$ cat config.mk
export PLATFORM = sky130hd
export DESIGN_NAME = pwr_rail_sequencer
export DESIGN_NICKNAME = d
export VERILOG_FILES = /design/src/rtl/pwr_seq_pkg.sv /design/src/rtl/pwr_rail_sequencer_pg_sync.sv /design/src/rtl/pwr_rail_sequencer.sv
export SDC_FILE = /design/constraint.sdc
export NUM_CORES = 1
export LEC_CHECK = 0
export ABC_AREA = 1
export BUFFER_PORTS_ARGS = -buffer_cell sky130_fd_sc_hd__buf_4
export CORE_MARGIN = 4
export CORE_UTILIZATION = 40
export CTS_CLUSTER_DIAMETER = 60
export DETAILED_ROUTE_END_ITERATION = 12
export PLACE_DENSITY = 0.59
export REMOVE_ABC_BUFFERS = 1
export SLEW_MARGIN = 20
export SYNTH_ARGS = -nofsm -noshare
export SYNTH_HDL_FRONTEND = slang
export SYNTH_HIERARCHICAL = 1
export SYNTH_SLANG_ARGS = --single-unit
$ cat constraint.sdc
create_clock -name clk -period 6.08 [get_ports clk]
set_clock_uncertainty 0.1 [all_clocks]
set_input_delay 1.52 -clock clk [delete_from_list [all_inputs] [get_ports clk]]
set_output_delay 1.52 -clock clk [all_outputs]
set_load 0.1 [all_outputs]
$ cat src/rtl/pwr_seq_pkg.sv
// Power-rail sequencer shared types.
// State encoding is exported on seq_state.
package pwr_seq_pkg;

  localparam int STATE_W = 3;
  localparam int IDX_W   = 3;

  typedef enum logic [STATE_W-1:0] {
    ST_IDLE     = 3'd0,
    ST_EN_RAIL  = 3'd1,
    ST_WAIT_PG  = 3'd2,
    ST_ON_WAIT  = 3'd3,
    ST_ON       = 3'd4,
    ST_OFF_STEP = 3'd5,
    ST_OFF_WAIT = 3'd6,
    ST_FAULT    = 3'd7
  } seq_state_e;

endpackage

$ cat src/rtl/pwr_rail_sequencer_pg_sync.sv
// Two-flop synchronizer for the async
// power-good inputs.
module pg_sync #(
  parameter int WIDTH = 4
) (
  input  logic             clk,
  input  logic             nrst,
  input  logic [WIDTH-1:0] d,
  output logic [WIDTH-1:0] q
);

  logic [WIDTH-1:0] meta_q;
  logic [WIDTH-1:0] sync_q;

  // metastability stage then stable stage
  always_ff @(posedge clk or negedge nrst) begin
    if (!nrst) begin
      meta_q <= '0;
      sync_q <= '0;
    end else begin
      meta_q <= d;
      sync_q <= meta_q;
    end
  end

  assign q = sync_q;

endmodule

$ cat src/rtl/pwr_rail_sequencer.sv
// Timed power-rail sequencer: ascending
// power-up, descending power-down, PG faults.
module pwr_rail_sequencer
  import pwr_seq_pkg::*;
#(
  parameter int               NUM_RAILS = 4,
  parameter int               DLY_W     = 8,
  parameter logic [DLY_W-1:0] ON_DLY    = 8'd10,
  parameter logic [DLY_W-1:0] PG_TMO    = 8'd50,
  parameter logic [DLY_W-1:0] OFF_DLY   = 8'd5
) (
  input  logic                 clk,
  input  logic                 nrst,
  input  logic                 tick_1ms,
  input  logic                 pwr_on_req,
  input  logic [NUM_RAILS-1:0] pg_in,
  output logic [NUM_RAILS-1:0] rail_en,
  output logic                 seq_done,
  output logic                 fault,
  output logic [2:0]           fault_rail,
  output logic [2:0]           seq_state
);

  localparam logic [IDX_W-1:0] LAST =
    IDX_W'(NUM_RAILS - 1);
  localparam logic [DLY_W-1:0] ON_LIM  =
    ON_DLY - 1'b1;
  localparam logic [DLY_W-1:0] PG_LIM  =
    PG_TMO - 1'b1;
  localparam logic [DLY_W-1:0] OFF_LIM =
    OFF_DLY - 1'b1;

  seq_state_e           state_q, state_d;
  seq_state_e           abort_st;
  logic [IDX_W-1:0]     idx_q, idx_d;
  logic [DLY_W-1:0]     ms_cnt_q, ms_cnt_d;
  logic [NUM_RAILS-1:0] rail_en_q, rail_en_d;
  logic                 seq_done_q, seq_done_d;
  logic                 fault_q, fault_d;
  logic [IDX_W-1:0]     fault_rail_q;
  logic [IDX_W-1:0]     fault_rail_d;

  logic [NUM_RAILS-1:0] pg_s;
  logic [NUM_RAILS-1:0] idx_oh;
  logic [NUM_RAILS-1:0] loss;
  logic [IDX_W-1:0]     top_en;
  logic [IDX_W-1:0]     low_loss;
  logic                 pg_cur;

  pg_sync #(
    .WIDTH (NUM_RAILS)
  ) u_pg_sync (
    .clk  (clk),
    .nrst (nrst),
    .d    (pg_in),
    .q    (pg_s)
  );

  // rail selection, PG-loss detect, abort target
  always_comb begin
    idx_oh   = '0;
    top_en   = '0;
    low_loss = '0;
    for (int i = 0; i < NUM_RAILS; i++) begin
      idx_oh[i] = (idx_q == IDX_W'(i));
      if (rail_en_q[i]) top_en = IDX_W'(i);
    end
    loss = rail_en_q & ~pg_s;
    if (state_q == ST_WAIT_PG)
      loss = loss & ~idx_oh;
    if (!(state_q inside
          {ST_WAIT_PG, ST_ON_WAIT, ST_ON}))
      loss = '0;
    for (int i = NUM_RAILS - 1; i >= 0; i--)
      if (loss[i]) low_loss = IDX_W'(i);
    pg_cur   = |(pg_s & idx_oh);
    abort_st = (|rail_en_q) ? ST_OFF_STEP
                            : ST_IDLE;
  end

  // next state, rail enables and fault index
  always_comb begin
    state_d      = state_q;
    idx_d        = idx_q;
    rail_en_d    = rail_en_q;
    fault_rail_d = fault_rail_q;
    unique case (state_q)
      ST_IDLE: begin
        rail_en_d = '0;
        if (pwr_on_req) begin
          idx_d   = '0;
          state_d = ST_EN_RAIL;
        end
      end
      ST_EN_RAIL: begin
        if (!pwr_on_req) begin
          idx_d   = top_en;
          state_d = abort_st;
        end else begin
          rail_en_d = rail_en_q | idx_oh;
          state_d   = ST_WAIT_PG;
        end
      end
      ST_WAIT_PG: begin
        if (|loss) begin
          fault_rail_d = low_loss;
          state_d      = ST_FAULT;
        end else if (!pwr_on_req) begin
          idx_d   = top_en;
          state_d = abort_st;
        end else if (pg_cur) begin
          state_d = (idx_q == LAST) ? ST_ON
                                    : ST_ON_WAIT;
        end else if (tick_1ms &&
                     ms_cnt_q == PG_LIM) begin
          fault_rail_d = idx_q;
          state_d      = ST_FAULT;
        end
      end
      ST_ON_WAIT: begin
        if (|loss) begin
          fault_rail_d = low_loss;
          state_d      = ST_FAULT;
        end else if (!pwr_on_req) begin
          idx_d   = top_en;
          state_d = abort_st;
        end else if (tick_1ms &&
                     ms_cnt_q == ON_LIM) begin
          idx_d   = idx_q + 1'b1;
          state_d = ST_EN_RAIL;
        end
      end
      ST_ON: begin
        if (|loss) begin
          fault_rail_d = low_loss;
          state_d      = ST_FAULT;
        end else if (!pwr_on_req) begin
          idx_d   = LAST;
          state_d = ST_OFF_STEP;
        end
      end
      ST_OFF_STEP: begin
        rail_en_d = rail_en_q & ~idx_oh;
        state_d   = ST_OFF_WAIT;
      end
      ST_OFF_WAIT: begin
        if (tick_1ms && ms_cnt_q == OFF_LIM) begin
          if (idx_q == '0) begin
            state_d = ST_IDLE;
          end else begin
            idx_d   = idx_q - 1'b1;
            state_d = ST_OFF_STEP;
          end
        end
      end
      ST_FAULT: begin
        if (!pwr_on_req) state_d = ST_IDLE;
      end
      default: state_d = ST_IDLE;
    endcase
    if (state_d == ST_FAULT) rail_en_d = '0;
  end

  // delay counter, status flags
  always_comb begin
    fault_d    = fault_q;
    seq_done_d = (state_q == ST_ON);
    ms_cnt_d   = ms_cnt_q;
    if (state_d == ST_FAULT)
      fault_d = 1'b1;
    else if (state_d == ST_IDLE)
      fault_d = 1'b0;
    if (state_d != state_q)
      ms_cnt_d = '0;
    else if (tick_1ms && ms_cnt_q != '1)
      ms_cnt_d = ms_cnt_q + 1'b1;
  end

  // state and output registers
  always_ff @(posedge clk or negedge nrst) begin
    if (!nrst) begin
      state_q      <= ST_IDLE;
      idx_q        <= '0;
      ms_cnt_q     <= '0;
      rail_en_q    <= '0;
      seq_done_q   <= 1'b0;
      fault_q      <= 1'b0;
      fault_rail_q <= '0;
    end else begin
      state_q      <= state_d;
      idx_q        <= idx_d;
      ms_cnt_q     <= ms_cnt_d;
      rail_en_q    <= rail_en_d;
      seq_done_q   <= seq_done_d;
      fault_q      <= fault_d;
      fault_rail_q <= fault_rail_d;
    end
  end

  assign rail_en    = rail_en_q;
  assign seq_done   = seq_done_q;
  assign fault      = fault_q;
  assign fault_rail = fault_rail_q;
  assign seq_state  = state_q;

endmodule
==> impl_metrics.env, run 1 <==
export IMPL_synth_edf_count=0
export IMPL_switching_share_pct=58.76
export IMPL_numCtsBuffers=5
export IMPL_worstSetupPathType="reg2out"
export IMPL_hold_viol=0
export IMPL_synth_seq_cells=31
export IMPL_wirelength_mm=5.022
export IMPL_overflow=0
export IMPL_antenna_found_initial=0
export IMPL_p_leak_nw=1.168
export IMPL_grt_pass1_wl_mm=8.645
export IMPL_io_buffers=19
export IMPL_drv_cap=0
export IMPL_fp_coreArea_mm2=0.005172
export IMPL_synth_avg_cell_area_um2=7.341
export IMPL_cts_hold_buf=0
export IMPL_postCtsResizedCells=0
export IMPL_clk_pin_slew_ps=70
export IMPL_clock_tree_buffer_depth=2
export IMPL_cp_top_family="flip-flops"
export IMPL_internal_power_mw=0.5734
export IMPL_cp_num_buf_inv=1
export IMPL_cp_required_ps=4460
export IMPL_drc_errors=0
export IMPL_grt_usage_pct=17.10
export IMPL_cp_end_kind="primary output"
export IMPL_cp_arrival_ps=1350
export IMPL_tns_ps=0
export IMPL_first_pass_iters=5
export IMPL_switchingPower_mw=0.8170
export IMPL_gp_congestion=0.9538
export IMPL_diodes=0
export IMPL_vias=1906
export IMPL_rows=26
export IMPL_tightest_slew_ps=609.8
export IMPL_worstPathMaxFanout=16
export IMPL_critPathMaxStageDelay_ps=680
export IMPL_crit_slowest_cell="dfrtp_1"
export IMPL_synth_async_reset_ratio_pct=100.0
export IMPL_seqPwrFrac_pct=23.9
export IMPL_reg2reg_slack_ps=3570
export IMPL_dieArea_mm2=0.006635
export IMPL_layout_common_cells="nand2_1 (76), nor2_1 (37), inv_1 (35), dfrtp_1 (31), buf_4 (19)"
export IMPL_worstPathCellList="buf_4"
export IMPL_combinationalPowerShare_pct=64.9
export IMPL_final_common_cell="nand2_1"
export IMPL_powerDensity_mw_per_mm2=566.1
export IMPL_finalNetCount=334
export IMPL_stdcell_area_mm2=0.002456
export IMPL_die_height_um=81.46
export IMPL_drive_above_1_share_pct=19.24
export IMPL_root_buffer="clkbuf_8"
export IMPL_hpwlAfterDp_mm=3.936
export IMPL_htree_num_levels=2
export IMPL_slew_violations=0
export IMPL_ys_flop_type="dfrtp_1"
export IMPL_ant_nets=0
export IMPL_min_path_type="reg2reg"
export IMPL_io_pins=20
export IMPL_die_width_um=81.46
export IMPL_synth_area_mm2=0.002158
export IMPL_wl_per_cell_um=12.98
export IMPL_via_per_inst=4.925
export IMPL_grt_max_degree=32
export IMPL_initial_core_util_pct=41.73
export IMPL_clk_latency_ps=280
export IMPL_fin_crit_sh_pct=48.89
export IMPL_setup_violations=0
export IMPL_cts_sinks=31
export IMPL_p_total_mw=1.390
export IMPL_layout_min_cycle_time_ps=2973
export IMPL_slew_headroom_pct=59.00
export IMPL_pwr_share_clk_pct=11.2
export IMPL_area_growth_pct=13.80
export IMPL_drt_initial_drc_count=137
export IMPL_status="completed"
export IMPL_cts_tree="yes"
export IMPL_cts_setup_buffers=0
export IMPL_fmax_ghz=0.3364
export IMPL_post_dp_cell_area_mm2=0.002367
export IMPL_rsz0062_at_grt="no"
export IMPL_synth_cells=294
export IMPL_grt_pass1_vias=1821
export IMPL_synth_seq_area_share_pct=35.94
export IMPL_yosysUniqueCellTypes=32
export IMPL_worstSetupStartpointType="register"
export IMPL_vdd_drop_max_v=0.0002331
export IMPL_yosysWarnings=6
==> final cells by class <==
type	count	area, µm²
well taps	70	87.58
flip-flops and latches	31	775.7
multi-input cells	221	1219
clock buffers	5	68.82
fillers	544	2716
clock inverters	3	20.02
inverters	38	142.6
repair buffers	19	142.6
==> logic make-up after synthesis <==
family / count (synthesis) / share of synthesized area (%)
xor+xnor: 8 / 3.247
buf+inv: 42 / 7.594
flops: 31 / 35.94
compound gates: 38 / 10.55
fa+ha+maj: 10 / 5.797
simple gates: 165 / 36.87
==> power by group through the flow <==
stage,Combinational [mW],Clock (mW),Sequential (mW)
3_5_place_dp,0.897,0,0.336
4_1_cts,0.900,0.163,0.332
5_1_grt,0.987,0.175,0.342
6_report,0.902,0.156,0.333
2_1_floorplan,0.482,0,0.552
3_3_place_gp,0.899,0,0.336
==> flip-flops by register name (all words and copies together) (netlist names) <==
signal	flops
ms_cnt_q	8
rail_en	4
u_pg_sync/meta_q	4
u_pg_sync/q	4
fault_rail	3
idx_q	3
seq_state	3
fault	1
seq_done	1
==> cells in the mapped netlist, drive strengths merged (2+ instances only) <==
| cell type | count | area, µm² |
|---|---|---|
| ha | 10 | 125.1 |
| inv | 38 | 142.6 |
| nand3 | 20 | 132.6 |
| xor2 | 7 | 61.31 |
| nor3 | 9 | 55.05 |
| nor2 | 50 | 244.0 |
| o21bai | 2 | 15.01 |
| a21oi | 11 | 73.82 |
| dfrtp | 31 | 775.7 |
| nand4 | 4 | 25.02 |
| buf | 3 | 17.52 |
| o21ai | 19 | 95.09 |
| o31ai | 3 | 22.52 |
| nand2 | 81 | 326.6 |
==> metrics by stage <==
stage,cells,worst slack [ps],hold WS (ps),utilization (%)
6_report,387,3107,248.7,47.48
5_1_grt,387,3011,258.6,47.48
4_1_cts,387,3091,250.8,47.48
3_5_place_dp,379,3010,234.7,45.77
3_3_place_gp,379,3016,232.1,45.77
2_1_floorplan,290,3335,231.2,-
==> path summary, 6_finish.rpt <==
path	startpoint	end	cells after the start
hold / removal	u_pg_sync/meta_q[0]$_DFF_PN0_	u_pg_sync/q[0]$_DFF_PN0_	0
min in group asynchronous	nrst	seq_done$_DFF_PN0_	1
setup / recovery	seq_state[2]$_DFF_PN0_	seq_state[2]	1
max in group asynchronous	nrst	rail_en[0]$_DFFE_PN0P_	1
hold reg to reg	u_pg_sync/meta_q[0]$_DFF_PN0_	u_pg_sync/q[0]$_DFF_PN0_	0
setup reg to reg	idx_q[2]$_DFFE_PN0P_	ms_cnt_q[7]$_DFFE_PN0P_	14
==> routing by layer <==
metal / vias to the layer above / share of wire (%) / GRT usage (%)
li1: 976 / - / -
met2: 68 / 41 / 25.08
met5: - / 0 / 0
met1: 854 / 51 / 24.54
met4: 0 / 1.8 / 6.250
met3: 8 / 6.6 / 3.728
No activity file was read; power rests on OpenSTA's default activity.
==> run 2: changes to the inputs <==
==> constraint.sdc (replaced) <==
create_clock -name clk -period 2.8 [get_ports clk]
set_clock_uncertainty 0.1 [all_clocks]
set_input_delay 0.7 -clock clk [delete_from_list [all_inputs] [get_ports clk]]
set_output_delay 0.7 -clock clk [all_outputs]
set_load 0.1 [all_outputs]
==> impl_metrics.env, run 2 (same netlist as run 1, synthesis figures left out) <==
export IMPL_rows=26
export IMPL_cp_end_kind="register"
export IMPL_grt_max_degree=32
export IMPL_drive_above_1_share_pct=19.18
export IMPL_ant_nets=0
export IMPL_powerDensity_mw_per_mm2=1244
export IMPL_hpwlAfterDp_mm=3.835
export IMPL_p_leak_nw=1.185
export IMPL_num_fill_cells=522
export IMPL_p_total_mw=3.079
export IMPL_worstPathMaxFanout=8
export IMPL_layout_min_cycle_time_ps=2470
export IMPL_rsz0062_at_grt="no"
export IMPL_htree_num_levels=2
export IMPL_grt_pass1_wl_mm=8.659
export IMPL_crit_slowest_cell="dfrtp_1"
export IMPL_wirelength_mm=5.019
export IMPL_pre_cts_slack_ps=373.3
export IMPL_final_common_cell="nand2_1"
export IMPL_die_height_um=81.46
export IMPL_tightest_slew_ps=598.6
export IMPL_clk_latency_ps=290
export IMPL_cts_hold_buf=0
export IMPL_min_path_type="in2async"
export IMPL_clock_tree_buffer_depth=2
export IMPL_largest_register_ffs=8
export IMPL_grt_usage_pct=16.91
export IMPL_root_buffer="clkbuf_8"
export IMPL_worstSetupStartpointType="register"
export IMPL_wl_per_cell_um=12.94
export IMPL_hold_viol=0
export IMPL_postCtsResizedCells=0
export IMPL_status="completed"
export IMPL_fmax_ghz=0.4048
export IMPL_io_pins=20
export IMPL_cts_tree="yes"
export IMPL_critPathMaxStageDelay_ps=480
export IMPL_reg2reg_slack_ps=330
export IMPL_area_growth_pct=14.67
export IMPL_numCtsBuffers=5
export IMPL_fin_crit_sh_pct=88.22
export IMPL_tns_ps=0
export IMPL_slew_headroom_pct=59.75
export IMPL_diodes=0
export IMPL_cp_required_ps=2910
export IMPL_finalWorstSetupSlack_ps=329.7
export IMPL_setup_violations=0
export IMPL_overflow=0
export IMPL_initial_core_util_pct=41.73
export IMPL_finalNetCount=335
export IMPL_gp_congestion=0.9221
export IMPL_fp_coreArea_mm2=0.005172
export IMPL_drc_errors=0
export IMPL_worstSetupPathType="reg2reg"
export IMPL_via_per_inst=5.003
export IMPL_cp_arrival_ps=2580
export IMPL_clk_pin_slew_ps=70
export IMPL_grt_pass1_vias=1905
export IMPL_layout_common_cells="nand2_1 (76), nor2_1 (37), inv_1 (35), dfrtp_1 (31), buf_4 (20)"
export IMPL_cts_sinks=31
export IMPL_io_buffers=19
export IMPL_drt_initial_drc_count=220
export IMPL_worstPathCellList="inv_1 > ha_1 > inv_1 > nor2_1 > nand2_1 > nand3_2 > nand2_4 > nor2_8 > nand2_1 > a21oi_2 > nand3_1 > nand2_1 > nand3_4 > nor2_2"
export IMPL_slew_violations=0
export IMPL_cp_common_cell="nand2_1"
export IMPL_die_width_um=81.46
export IMPL_antenna_found_initial=0
export IMPL_vdd_drop_max_v=0.0004971
export IMPL_drv_cap=0
export IMPL_dieArea_mm2=0.006635
export IMPL_first_pass_iters=4
export IMPL_cts_setup_buffers=0
export IMPL_vias=1941
export IMPL_largest_register="ms_cnt_q"
-- run 2: changes by cell type in the layout (fill, tap and decap cells not counted) --
cell	delta
clkbuf_8	+2
clkinvlp_4	-2
buf_4	+1
clkbuf_1	+1
clkinv_2	-1
-- run 2: area by class of cell --
| class | instances | area (µm²) | share of cell area (%) |
|---|---|---|---|
| Tap cell | 70 | 87.58 | 3.539 |
| Multi-Input combinational cell | 221 | 1219 | 49.24 |
| Timing Repair Buffer | 20 | 150.1 | 6.067 |
| Inverter | 38 | 142.6 | 5.763 |
| Clock buffer | 8 | 100.1 | 4.044 |
| Sequential cell | 31 | 775.7 | 31.34 |
-- run 2: critical path, delay by kind of cell, from the launching register on --
kind	cells	cell delay (ps)
adder cells (fa/ha/maj)	1	260
buffers and inverters	2	310
AND/OR/NAND/NOR	10	1130
flip-flops	1	480
AO/OA/AOI/OAI	1	140
-- run 2: stage by stage --
step | hold slack, ps | instances | utilization [%] | cell area (µm²)
floorplan | 231.2 | 290 | - | 2137
global placement | 232.6 | 380 | 45.91 | 2375
detailed placement | 237.1 | 380 | 45.91 | 2375
CTS | 247.9 | 388 | 47.85 | 2475
global route | 257.4 | 388 | 47.85 | 2475
finish | 233.3 | 388 | 47.85 | 2475
-- run 2: layer usage --
layer / part of all wire, % / vias to the layer above / GRT usage, % / wire, µm
li1: - / 977 / - / -
met5: 0 / - / 0 / 0
met2: 42 / 78 / 24.76 / 2122
met4: 1.7 / 0 / 7.264 / 86
met3: 6.7 / 8 / 3.947 / 337
met1: 49 / 878 / 23.73 / 2473
-- run 2: power breakdown --
group / switching (mW) / internal [mW]
logic: 1.47 / 0.524
clock network: 0.164 / 0.224
registers: 0.139 / 0.561
-- run 2: path summary, 6_finish.rpt --
check	start	end	cells after the start
setup / recovery	idx_q[2]$_DFFE_PN0P_	ms_cnt_q[1]$_DFFE_PN0P_	14
hold / removal	nrst	seq_done$_DFF_PN0_	1
setup reg to reg	idx_q[2]$_DFFE_PN0P_	ms_cnt_q[1]$_DFFE_PN0P_	14
hold reg to reg	u_pg_sync/meta_q[2]$_DFF_PN0_	u_pg_sync/q[2]$_DFF_PN0_	0
max in group asynchronous	nrst	u_pg_sync/q[0]$_DFF_PN0_	1
min in group clk	u_pg_sync/meta_q[2]$_DFF_PN0_	u_pg_sync/q[2]$_DFF_PN0_	0
